$ cat config.mk
export PLATFORM = sky130hd
export DESIGN_NAME = clock_ctrl_flat
export DESIGN_NICKNAME = d
export VERILOG_FILES = /design/src/rtl/clock_ctrl_if.sv /design/src/rtl/clock_ctrl.sv /design/src/flat_wrapper.sv
export SDC_FILE = /design/constraint.sdc
export NUM_CORES = 1
export LEC_CHECK = 0
export BUFFER_PORTS_ARGS = -buffer_cell sky130_fd_sc_hd__buf_2
export CAP_MARGIN = 20
export CORE_UTILIZATION = 50
export DETAILED_ROUTE_END_ITERATION = 10
export GPL_TIMING_DRIVEN = 0
export HOLD_SLACK_MARGIN = 0.1
export PLACE_DENSITY_LB_ADDON = 0.25
export SKIP_LAST_GASP = 1
export SYNTH_ARGS = -nofsm -noshare
export SYNTH_HDL_FRONTEND = slang
export SYNTH_SLANG_ARGS = --single-unit
export TNS_END_PERCENT = 100
$ cat constraint.sdc
create_clock -name clk -period 2.1 [get_ports clk]
set_clock_uncertainty 0.1 [all_clocks]
set_input_delay 0.315 -clock clk [delete_from_list [all_inputs] [get_ports clk]]
set_output_delay 0.315 -clock clk [all_outputs]
set_load 0.05 [all_outputs]
$ cat src/rtl/clock_ctrl_if.sv
// Signal bundle between the time-of-day sequencer, its button/preset sources
// and the external seconds/minutes/hours counter chain.
interface clock_ctrl_if;
    logic [5:0] sec_q;
    logic [5:0] min_q;
    logic [4:0] hr_q;
    logic       btn_mode;
    logic       btn_inc;
    logic       preset;
    logic [5:0] preset_min;
    logic [4:0] preset_hr;
    logic       sec_ce;
    logic       sec_clr;
    logic       min_ce;
    logic       min_ld;
    logic       min_clr;
    logic [5:0] min_d;
    logic       hr_ce;
    logic       hr_ld;
    logic       hr_clr;
    logic [4:0] hr_d;
    logic       tick;
    logic [1:0] mode;

    // Handshake: no valid/ready; buttons and preset are single-cycle pulses
    // sampled every clock, and every control output acts on the next edge.
    modport master (
        input  sec_q, min_q, hr_q, btn_mode, btn_inc, preset, preset_min, preset_hr,
        output sec_ce, sec_clr, min_ce, min_ld, min_clr, min_d,
               hr_ce, hr_ld, hr_clr, hr_d, tick, mode
    );

    modport slave (
        output sec_q, min_q, hr_q, btn_mode, btn_inc, preset, preset_min, preset_hr,
        input  sec_ce, sec_clr, min_ce, min_ld, min_clr, min_d,
               hr_ce, hr_ld, hr_clr, hr_d, tick, mode
    );
endinterface

$ cat src/rtl/clock_ctrl.sv
// Time-of-day sequencer: prescaled one-second tick, run/set modes and preset load
// driving the ce/ld/clr controls of external seconds, minutes and hours counters.
module clock_ctrl #(
    parameter int TICK_DIV = 4,
    parameter int DIVW     = 24
) (
    input  logic         clk,
    input  logic         rst,
    clock_ctrl_if.master io_bus
);
    typedef enum logic [1:0] {
        MODE_RUN     = 2'd0,
        MODE_SET_MIN = 2'd1,
        MODE_SET_HR  = 2'd2,
        MODE_BAD     = 2'd3
    } mode_e;

    localparam logic [DIVW-1:0] DIV_LAST = DIVW'(TICK_DIV - 1);

    mode_e           r_mode;
    mode_e           w_mode_nxt;
    logic [DIVW-1:0] r_div_cnt;
    logic            r_tick;
    logic            w_run_count;
    logic [5:0]      w_min_clamp;
    logic [4:0]      w_hr_clamp;

    always_comb begin
        w_mode_nxt = r_mode;
        case (r_mode)
            MODE_RUN:     if (io_bus.btn_mode) w_mode_nxt = MODE_SET_MIN;
            MODE_SET_MIN: if (io_bus.btn_mode) w_mode_nxt = MODE_SET_HR;
            MODE_SET_HR:  if (io_bus.btn_mode) w_mode_nxt = MODE_RUN;
            default:      w_mode_nxt = MODE_RUN;
        endcase
    end

    // Prescaler advances only while staying in RUN with no preset; anything else restarts it.
    assign w_run_count = (r_mode == MODE_RUN) && !io_bus.btn_mode && !io_bus.preset;

    always_ff @(posedge clk or negedge rst) begin
        if (!rst) begin
            r_mode    <= MODE_RUN;
            r_div_cnt <= '0;
            r_tick    <= 1'b0;
        end else begin
            r_mode <= w_mode_nxt;
            if (w_run_count) begin
                r_div_cnt <= (r_div_cnt == DIV_LAST) ? '0 : r_div_cnt + 1'b1;
                r_tick    <= (r_div_cnt == DIV_LAST);
            end else begin
                r_div_cnt <= '0;
                r_tick    <= 1'b0;
            end
        end
    end

    assign w_min_clamp = (io_bus.preset_min > 6'd59) ? 6'd59 : io_bus.preset_min;
    assign w_hr_clamp  = (io_bus.preset_hr > 5'd23) ? 5'd23 : io_bus.preset_hr;

    always_comb begin
        io_bus.sec_ce  = 1'b0;
        io_bus.sec_clr = 1'b0;
        io_bus.min_ce  = 1'b0;
        io_bus.min_ld  = 1'b0;
        io_bus.min_clr = 1'b0;
        io_bus.min_d   = '0;
        io_bus.hr_ce   = 1'b0;
        io_bus.hr_ld   = 1'b0;
        io_bus.hr_clr  = 1'b0;
        io_bus.hr_d    = '0;
        if (!rst) begin
            io_bus.sec_clr = 1'b1;
            io_bus.min_clr = 1'b1;
            io_bus.hr_clr  = 1'b1;
        end else begin
            case (r_mode)
                MODE_RUN: begin
                    if (io_bus.preset && !io_bus.btn_mode) begin
                        io_bus.min_ce  = 1'b1;
                        io_bus.min_ld  = 1'b1;
                        io_bus.min_d   = w_min_clamp;
                        io_bus.hr_ce   = 1'b1;
                        io_bus.hr_ld   = 1'b1;
                        io_bus.hr_d    = w_hr_clamp;
                        io_bus.sec_clr = 1'b1;
                    end else if (r_tick) begin
                        io_bus.sec_ce = 1'b1;
                        if (io_bus.sec_q >= 6'd59) begin
                            io_bus.sec_clr = 1'b1;
                            io_bus.min_ce  = 1'b1;
                            if (io_bus.min_q >= 6'd59) begin
                                io_bus.min_clr = 1'b1;
                                io_bus.hr_ce   = 1'b1;
                                if (io_bus.hr_q >= 5'd23) io_bus.hr_clr = 1'b1;
                            end
                        end
                    end
                    // Entering SET_MIN zeroes seconds so the clock resumes on a whole minute.
                    if (io_bus.btn_mode) io_bus.sec_clr = 1'b1;
                end
                MODE_SET_MIN: begin
                    if (io_bus.btn_inc && !io_bus.btn_mode) begin
                        io_bus.min_ce = 1'b1;
                        if (io_bus.min_q >= 6'd59) io_bus.min_clr = 1'b1;
                    end
                end
                MODE_SET_HR: begin
                    if (io_bus.btn_inc && !io_bus.btn_mode) begin
                        io_bus.hr_ce = 1'b1;
                        if (io_bus.hr_q >= 5'd23) io_bus.hr_clr = 1'b1;
                    end
                end
                default: ;
            endcase
        end
    end

    assign io_bus.tick = r_tick;
    assign io_bus.mode = r_mode;
endmodule

$ cat src/flat_wrapper.sv
// flat-port wrapper written by rule: the top's interface ports become plain ports
module clock_ctrl_flat 
#(
    parameter int TICK_DIV = 4,
    parameter int DIVW     = 24
)
  (clk, rst, io_bus_sec_q, io_bus_min_q, io_bus_hr_q, io_bus_btn_mode, io_bus_btn_inc, io_bus_preset, io_bus_preset_min, io_bus_preset_hr, io_bus_sec_ce, io_bus_sec_clr, io_bus_min_ce, io_bus_min_ld, io_bus_min_clr, io_bus_min_d, io_bus_hr_ce, io_bus_hr_ld, io_bus_hr_clr, io_bus_hr_d, io_bus_tick, io_bus_mode);
  clock_ctrl_if io_bus_i ();
  input  logic clk;
  input  logic rst;
  input wire logic [$bits(io_bus_i.sec_q)-1:0] io_bus_sec_q;
  input wire logic [$bits(io_bus_i.min_q)-1:0] io_bus_min_q;
  input wire logic [$bits(io_bus_i.hr_q)-1:0] io_bus_hr_q;
  input wire logic [$bits(io_bus_i.btn_mode)-1:0] io_bus_btn_mode;
  input wire logic [$bits(io_bus_i.btn_inc)-1:0] io_bus_btn_inc;
  input wire logic [$bits(io_bus_i.preset)-1:0] io_bus_preset;
  input wire logic [$bits(io_bus_i.preset_min)-1:0] io_bus_preset_min;
  input wire logic [$bits(io_bus_i.preset_hr)-1:0] io_bus_preset_hr;
  output wire logic [$bits(io_bus_i.sec_ce)-1:0] io_bus_sec_ce;
  output wire logic [$bits(io_bus_i.sec_clr)-1:0] io_bus_sec_clr;
  output wire logic [$bits(io_bus_i.min_ce)-1:0] io_bus_min_ce;
  output wire logic [$bits(io_bus_i.min_ld)-1:0] io_bus_min_ld;
  output wire logic [$bits(io_bus_i.min_clr)-1:0] io_bus_min_clr;
  output wire logic [$bits(io_bus_i.min_d)-1:0] io_bus_min_d;
  output wire logic [$bits(io_bus_i.hr_ce)-1:0] io_bus_hr_ce;
  output wire logic [$bits(io_bus_i.hr_ld)-1:0] io_bus_hr_ld;
  output wire logic [$bits(io_bus_i.hr_clr)-1:0] io_bus_hr_clr;
  output wire logic [$bits(io_bus_i.hr_d)-1:0] io_bus_hr_d;
  output wire logic [$bits(io_bus_i.tick)-1:0] io_bus_tick;
  output wire logic [$bits(io_bus_i.mode)-1:0] io_bus_mode;
  assign io_bus_i.sec_q = io_bus_sec_q;
  assign io_bus_i.min_q = io_bus_min_q;
  assign io_bus_i.hr_q = io_bus_hr_q;
  assign io_bus_i.btn_mode = io_bus_btn_mode;
  assign io_bus_i.btn_inc = io_bus_btn_inc;
  assign io_bus_i.preset = io_bus_preset;
  assign io_bus_i.preset_min = io_bus_preset_min;
  assign io_bus_i.preset_hr = io_bus_preset_hr;
  assign io_bus_sec_ce = io_bus_i.sec_ce;
  assign io_bus_sec_clr = io_bus_i.sec_clr;
  assign io_bus_min_ce = io_bus_i.min_ce;
  assign io_bus_min_ld = io_bus_i.min_ld;
  assign io_bus_min_clr = io_bus_i.min_clr;
  assign io_bus_min_d = io_bus_i.min_d;
  assign io_bus_hr_ce = io_bus_i.hr_ce;
  assign io_bus_hr_ld = io_bus_i.hr_ld;
  assign io_bus_hr_clr = io_bus_i.hr_clr;
  assign io_bus_hr_d = io_bus_i.hr_d;
  assign io_bus_tick = io_bus_i.tick;
  assign io_bus_mode = io_bus_i.mode;
  clock_ctrl #(.TICK_DIV(TICK_DIV), .DIVW(DIVW)) u_core (.clk(clk), .rst(rst), .io_bus(io_bus_i));
endmodule
* Word-level counts from Yosys, hierarchy flattened *
Cells that the tools add are included.

word-level totals
  register bits = 27
  latch bits = 0
  RAM bits = 0
  ROM bits = 0
  input bits = 33
  output and inout port bits = 22
  memories kept = 0

cells by class
  $add $sub $neg = 1
  multiply operators = 0
  div/mod/pow operators = 0
  order comparisons = 5
  equal/unequal tests = 6
  shift operators = 0
  muxes and demuxes = 49
  bitwise logic cells = 0
  reductions and logical operators = 8

operators with widths
  kind                     count
  $mux W24                 2
  $mux W1                  31
  $add A24 B1 Y24 const B  1
  $eq A24 B2 Y1 const B    1
  $mux W6                  4
  $mux W5                  4
  $ge A6 B6 Y1 const B     2
  $pmux W1 S2              4
  $gt A6 B6 Y1 const B     1
  $mux W2                  3
  $ne A2 B2 Y1 const B     3
  $pmux W2 S3              1
  $ge A5 B5 Y1 const B     1
  $gt A5 B5 Y1 const B     1
  $logic_and A1 B1 Y1      4
  $reduce_and A3 Y1        1
  $eq A2 B1 Y1 const B     1
  $eq A2 B2 Y1 const B     1
  $logic_not A1 Y1         2
  $logic_not A2 Y1         1

* Logic depth before layout (Yosys ltp) *
Gate-level depths: netlist of run 1.

  word-level depth = 8
  gate-level depth with buffers = 7

* Worst setup path before layout of run 1 *
No wires, ideal clock.

  path kind = register -> output
  from = reg u_core.r_tick, in the netlist u_core.io_bus.tick
  to = out io_bus_hr_clr
  arrival time = 2.874 ns
  required time = 1.685 ns
  slack = -1.189 ns
  stages on the path, launching flop included = 6
  buffers on the path = 0
  path through = dfrtp_1 -> nand4_1 -> or2_2 -> nor2_1 -> a31oi_1 -> o41ai_1

between the ends
  longest elaborated chain between the ends = 4

RTL lines
  item                    line                text
  from (decl)             clock_ctrl.sv:23    logic r_tick;
  from (signal assigned)  clock_ctrl.sv:50    r_tick <= (r_div_cnt == DIV_LAST);
  $mux W1                 clock_ctrl.sv:87    end else if (r_tick) begin
  $mux W1                 clock_ctrl.sv:79    if (io_bus.preset && !io_bus.btn_mode) begin
  $pmux W1 S2             clock_ctrl.sv:77    case (r_mode)
  $mux W1                 clock_ctrl.sv:72    if (!rst) begin
  to (decl)               flat_wrapper.sv:27  output wire logic [$bits(io_bus_i.hr_clr)-1:0] io_bus_hr_clr;

Every way passes these cells.

* Final worst setup path of run 1 *
  from = reg u_core.r_mode[1], in the netlist u_core.io_bus.mode[1]
  to = out io_bus_min_d[2]

between the ends
  longest elaborated chain between the ends = 3

RTL lines
  item                    line                text
  from (decl)             clock_ctrl.sv:20    mode_e r_mode;
  from (signal assigned)  clock_ctrl.sv:47    r_mode <= w_mode_nxt;
  $logic_not A2 Y1        clock_ctrl.sv:77
  $mux W6                 clock_ctrl.sv:77
  $mux W6                 clock_ctrl.sv:72
  to (decl)               flat_wrapper.sv:24  output wire logic [$bits(io_bus_i.min_d)-1:0] io_bus_min_d;

Every way passes these cells.

==> results of run 1 <==
==> power groups by stage <==
| stage | registers (mW) | logic (mW) | clock network (mW) |
|---|---|---|---|
| floorplan | 0.658 | 0.361 | 0 |
| CTS | 0.578 | 0.663 | 0.227 |
| global placement | 0.591 | 0.561 | 0 |
| finish | 0.581 | 0.702 | 0.218 |
| global route | 0.582 | 0.744 | 0.242 |
| detailed placement | 0.593 | 0.562 | 0 |
==> cell usage in the layout, fill, tap and decap left out, drive strengths merged, types with 5 or more instances in the layout <==
cell type,synthesis,layout
nand2,12,12
buf,5,64
nor2,36,36
and3,5,5
and2,6,6
nor4,5,5
inv,5,6
nand4,9,9
xnor2,7,7
nand3,14,14
a21oi,8,8
dfrtp,27,27
xor2,16,16
==> flip-flops by register name, summed over array words and instances (netlist names) <==
name,count
u_core.r_div_cnt,24
u_core.io_bus.mode,2
u_core.io_bus.tick,1
==> cell type report <==
cell class | instances | area share
sequential | 27 | 0.2926
clock buffer | 4 | 0.01131
buffer | 4 | 0.02155
timing repair buffer | 61 | 0.1977
multi-input combinational | 143 | 0.4402
inverter | 6 | 0.01293
tap | 44 | 0.02371
==> cell families (layout without fill, tap and decap cells) <==
family                   after synthesis  in the layout  share of synthesized area
AND/OR/NAND/NOR                      102            102                     0.3500
flip-flops                            27             27                     0.4154
XOR/XNOR                              23             23                     0.1238
AO/OA/AOI/OAI                         16             16                    0.05769
buffers and inverters                 11             75                    0.03923
adder cells (fa/ha/maj)                1              1                   0.007691
multiplexers                           1              1                   0.006154
==> metal layers <==
layer | track usage | up-vias | share of wire
met4 | 0.08844 | 0 | 0.013
li1 | - | 750 | -
met3 | 0.03930 | 7 | 0.059
met1 | 0.3088 | 730 | 0.45
met2 | 0.4302 | 58 | 0.48
met5 | 0 | - | 0
==> per-stage QoR <==
stage / utilization / setup slack, ns / cells / instance area [um^2] / hold WS (ns)
after floorplan: - / -0.1475 / 181 / 1760 / -0.08059
final: 0.7545 / -0.04405 / 289 / 2322 / 0.1450
after CTS: 0.7398 / -0.06527 / 289 / 2277 / 0.1342
after detailed placement: 0.6776 / -0.2781 / 279 / 2086 / 0.3018
after global placement: 0.6776 / -0.2404 / 279 / 2086 / 0.3001
after global routing: 0.7545 / -0.08801 / 289 / 2322 / 0.1316
==> worst max-delay path, delay by kind of cell (launching register included) <==
| family | cells | cell delay [ns] |
|---|---|---|
| and+or+nand+nor | 4 | 0.60 |
| DFF | 1 | 0.46 |
| buffers and inverters | 3 | 0.36 |
==> cells in the mapped netlist (all sizes together) (5+ instances only) <==
library cell   n  share of area
nand3         14          0.049
xnor2          7          0.038
nand4          9          0.038
nand2         12          0.028
and3           5          0.020
inv            5          0.012
and2           6          0.023
nor4           5          0.019
nor2          36          0.089
buf            5          0.025
xor2          16          0.086
dfrtp         27           0.42
a21oi          8          0.025
==> what timing repair did <==
action	in CTS	in global routing
endpoints found under the setup margin	15	17
endpoints found under the hold margin	27	0
buffers inserted	5	0
hold buffers	2	0
resized for setup	33	15
pin swaps	9	3
==> worst paths after layout <==
check,end,slack (ns),cells after the start
max,io_bus_min_d[2],-0.04,7
min,u_core.io_bus.mode[1]$_DFFE_PN0P_,0.15,2
max reg2reg,u_core.r_div_cnt[22]$_DFF_PN0_,0.27,6
min reg2reg,u_core.r_div_cnt[0]$_DFF_PN0_,0.40,1
max in group asynchronous,u_core.io_bus.tick$_DFF_PN0_,1.25,3
min in group asynchronous,u_core.io_bus.mode[1]$_DFFE_PN0P_,0.49,3
==> metrics.md, run 1 <==
| Metric | Value |
|---|---|
| Status | finished with violations |
| Violated checks | setup timing |
| Number of antenna violations at the first check in global routing | 0 |
| Drt pass-1 iters | 4 |
| Syn_nets | 215 |
| Max Fanout on Critical Path | 7 |
| Fraction of registers with async set or reset after synthesis | 1.000 |
| CORE AREA | 3078 um^2 |
| Critical path launch point type | flop |
| Hpwl dp | 2560 um |
| Die area | 3485 um^2 |
| CTS Root Cell | clkbuf_4 |
| I/O pin count | 55 |
| Max cap viols | 0 |
| Sequential Area | 679.4 um^2 |
| Post-synthesis sequential area ratio | 0.4154 |
| Slew @ Worst Pin | 0.5319 ns |
| Leakage | 1.051 nW |
| Worst VDD drop | 426.4 uV |
| P per Cell Area | 646.6 nW/um^2 |
| Hold Crit Start | io_bus_btn_mode |
| P&R area growth vs syn | 42.77% |
| Biggest cell delay along the critical path | 0.46 ns |
| Residual DRC | 0 |
| Mapped Cells | 181 |
| Slowest CP cell | dfrtp_2 |
| Max H-tree Level | 1 |
| Number of flops mapped to enable cells by yosys | 0 |
| Mapped Area | 1627 um^2 |
| Vias in the first global route | 1462 |
| Via count | 1545 |
| # setup viols final | 6 |
| DR vias/cell | 5.346 |
| Initial drt markers | 115 |
| Max Fclk | 466.4 MHz |
| CTS tree | done |
| Sw Share | 0.4075 |
| RSZ-0062 raised after global routing | true |
| Grt ovf | 0 |
| Port Buf Inserts | 54 |
| Filler cell count | 236 |
| Reg-to-Reg Start | u_core.r_div_cnt[0]$_DFF_PN0_ |
| Setup slack after layout | -0.04405 ns |
| Ratio of cells with drive above 1 in the final layout | 0.4245 |
| Largest net degree at the start of global routing | 28 |
| Post-route ant nets | 0 |
| Main synth FF type | dfrtp_1 |
| Yosys Warn Count | 0 |
| CP Data Required Time | 1.68 ns |
| Initial core utilization | 0.5285 |
| Clock power frac | 0.145 |
| Final-stage net count | 280 |
| Number of synthesized register bits | 27 |
| Die Y | 59.04 um |
| Final number of max-transition violations | 0 |
| CP Class | reg2out |
| Sequential power share | 0.387 |
| CP startpoint | u_core.io_bus.mode[1]$_DFFE_PN0P_ |
| Clock-pin slew of the registers on the worst-case setup and hold paths | 0.14 ns |
| Setup TNS | -0.1322 ns |
| CP endpoint kind | output port |
| Routed WL | 4028 um |
| Int Pwr | 889.6 uW |
| Worst Path Arrival | 1.73 ns |
| Final hold vios | 0 |
| WL/cell | 13.94 um |
| Relative slew margins | 0.6421 |
| Row cnt | 20 |
| Net load switching power | 611.9 uW |
| Maximum root-to-sink buffer count | 2 |
| Cells along the critical path | nor2_4 -> nand2_2 -> or2_4 -> buf_12 -> inv_8 -> and3_4 -> buf_8 |
| Worst skew pair latency | 0.32 ns |
| N_diodes | 0 |
| All-layer global routing usage | 0.2462 |
| Pwr Total | 1.502 mW |
| Combinational share of power | 0.467 |
| Area of the multi-input gates | 1022 um^2 |
| Routability cong. | 0.7386 |
| Final Cycle Share | 1.021 |
| Hold Crit Class | in2reg |
| Synth Area per Inst | 8.987 um^2 |
| CTS Sinks | 27 |
| Clock period minus worst slack | 2.144 ns |
| Die width | 59.04 um |
| TritonCTS Buffers | 3 |
| First-pass GRT wire length | 6410 um |
| Yosys cell types | 38 |
Power figures use the tool's default switching activity.
==> run 2: changes to the inputs <==
--- a/config.mk
+++ b/config.mk
@@ -12,6 +12,7 @@
 export GPL_TIMING_DRIVEN = 0
 export HOLD_SLACK_MARGIN = 0.1
 export PLACE_DENSITY_LB_ADDON = 0.25
+export SETUP_SLACK_MARGIN = 0.02
 export SKIP_LAST_GASP = 1
 export SYNTH_ARGS = -nofsm -noshare
 export SYNTH_HDL_FRONTEND = slang
==> metrics.md, run 2 (synthesized netlist as in run 1, its figures left out) <==
| Metric | Value |
|---|---|
| Status | finished with violations |
| Violated checks | setup timing |
| Initial core utilization | 0.5285 (unchanged) |
| Critical path launch point type | flop |
| Max cap viols | 0 (unchanged) |
| Post-route ant nets | 0 (unchanged) |
| P&R area growth vs syn | 48.85% |
| Final hold vios | 0 (unchanged) |
| Slew @ Worst Pin | 0.5169 ns (-0.01503 ns) |
| Max FFs per register | 24 (unchanged) |
| All-layer global routing usage | 0.2602 (+0.01398) |
| Ratio of cells with drive above 1 in the final layout | 0.4542 (+0.02969) |
| CP endpoint kind | output port |
| First-pass GRT wire length | 6706 um (+4.6%) |
| Commonest non-fill, non-tap cell in the layout | buf_2 |
| Worst skew pair latency | 0.33 ns (about the same) |
| Routed WL | 4826 um (+20%) |
| Grt ovf | 0 (unchanged) |
| Reg-to-Reg Start | u_core.r_div_cnt[0]$_DFF_PN0_ |
| I/O pin count | 55 (unchanged) |
| DR vias/cell | 5.437 (+1.7%) |
| Setup TNS | -1.179 ns (-1.047 ns) |
| CTS tree | done |
| Max Fanout on Critical Path | 7 (unchanged) |
| WL/cell | 16.36 um (+17%) |
| Filler cell count | 211 (-11%) |
| Clock-pin slew of the registers on the worst-case setup and hold paths | 0.15 ns (about the same) |
| Die area | 3485 um^2 (unchanged) |
| Final number of max-transition violations | 0 (unchanged) |
| Relative slew margins | 0.6522 (+0.01011) |
| Hold_ws | 0.1519 ns (+0.006930 ns) |
| Worst Path Arrival | 1.83 ns (+0.10 ns) |
| P per Cell Area | 666.9 nW/um^2 (+3.1%) |
| Most frequent cells in the layout | buf_2, nor2_1, dfrtp_1 |
| Setup slack after layout | -0.1493 ns (-0.1053 ns) |
| CP Data Required Time | 1.68 ns (about the same) |
| CORE AREA | 3078 um^2 (unchanged) |
| # setup viols final | 15 (+9) |
| Die Y | 59.04 um (unchanged) |
| R2R depth | 6 (unchanged) |
| Worst reg2reg setup slack | 0.29 ns (+0.02 ns) |
| Hpwl dp | 2576 um (+0.60%) |
| Initial drt markers | 75 (-35%) |
| CTS Sinks | 27 (unchanged) |
| Max Fclk | 444.6 MHz (-4.7%) |
| Die width | 59.04 um (unchanged) |
| Final Cycle Share | 1.071 (+0.05014) |
| Leakage | 1.086 nW (+3.3%) |
| CTS Root Cell | clkbuf_4 |
| Largest net degree at the start of global routing | 28 (unchanged) |
| Drt pass-1 iters | 4 (unchanged) |
| Routability cong. | 0.8281 (+12%) |
| Hold Crit Endpoint | u_core.io_bus.mode[1]$_DFFE_PN0P_ |
| Hold Crit Start | io_bus_btn_mode |
| Top reg by flops | u_core.r_div_cnt |
| Port Buf Inserts | 54 (unchanged) |
| Number of antenna violations at the first check in global routing | 0 (unchanged) |
| Max H-tree Level | 1 (unchanged) |
| Hold Crit Class | in2reg |
| Via count | 1604 (+3.8%) |
| Vias in the first global route | 1500 (+2.6%) |
| Hold Path Stages | 2 (unchanged) |
| Clock period minus worst slack | 2.249 ns (+0.1053 ns) |
| RSZ-0062 raised after global routing | true |
| Final-stage net count | 286 (+2.1%) |
| Crit Reg-Reg Endpoint | u_core.r_div_cnt[4]$_DFF_PN0_ |
| TritonCTS Buffers | 3 (unchanged) |
| Residual DRC | 0 (unchanged) |
| Row cnt | 20 (unchanged) |
| N_diodes | 0 (unchanged) |
| Maximum root-to-sink buffer count | 2 (unchanged) |
| CP Class | reg2out |
| Worst VDD drop | 393.4 uV (-7.8%) |
## run 2: cell type report
type / count / area [um^2] / share of cell area
multi-input combinational: 143 / 1041 / 0.4300
sequential: 27 / 679.4 / 0.2806
buffer: 4 / 50.05 / 0.02067
tap: 44 / 55.05 / 0.02274
inverter: 6 / 35.03 / 0.01447
clock inverter: 1 / 7.507 / 0.003101
clock buffer: 3 / 22.52 / 0.009302
timing repair buffer: 67 / 530.5 / 0.2191
## run 2: where the power goes
group          total [mW]  switching, mW  internal [mW]
Clock               0.225          0.152         0.0729
Sequential          0.579         0.0308          0.548
Combinational       0.810          0.488          0.322
## run 2: stage by stage
step	area (um^2)	util	power (mW)	std cells	worst slack, ns
floorplan	1768	-	1.022	181	-0.1475
global placement	2093	0.6801	1.152	279	-0.2353
detailed placement	2093	0.6801	1.157	279	-0.2458
CTS	2335	0.7585	1.515	291	-0.08655
global route	2421	0.7866	1.682	295	-0.2064
finish	2421	0.7866	1.615	295	-0.1493
## run 2: timing repair
action	in CTS	in global routing
endpoints found under the setup margin	17	19
gates resized for setup	43	19
hold buffers	2	0
pin swaps	9	7
buffers inserted	7	4
hold endpoints to repair	27	0
## run 2: layer usage
| metal | routed length (um) | global-route usage | vias to the layer above |
|---|---|---|---|
| met4 | 157 | 0.1054 | 0 |
| met2 | 2457 | 0.4854 | 60 |
| met3 | 271 | 0.03493 | 16 |
| li1 | - | - | 763 |
| met5 | 0 | 0 | - |
| met1 | 1940 | 0.2980 | 765 |
## run 2: how the worst max path moves through the flow
stage / startpoint / depth (start not counted) / end
2_1_floorplan: u_core.io_bus.tick$_DFF_PN0_ / 5 / io_bus_hr_clr
3_3_place_gp: rst / 7 / io_bus_min_d[2]
3_5_place_dp: rst / 7 / io_bus_min_d[2]
4_1_cts: u_core.io_bus.tick$_DFF_PN0_ / 6 / io_bus_hr_clr
5_1_grt: u_core.io_bus.mode[1]$_DFFE_PN0P_ / 6 / io_bus_hr_d[3]
6_report: u_core.io_bus.mode[1]$_DFFE_PN0P_ / 6 / io_bus_hr_d[3]
## run 2: critical path: stages, from the launching register on
cell and delay (ns):
dfrtp_2 0.46, nor2_4 0.12, nand2_2 0.07, or2_1 0.26, buf_12 0.17, nor3b_4 0.22, buf_6 0.19
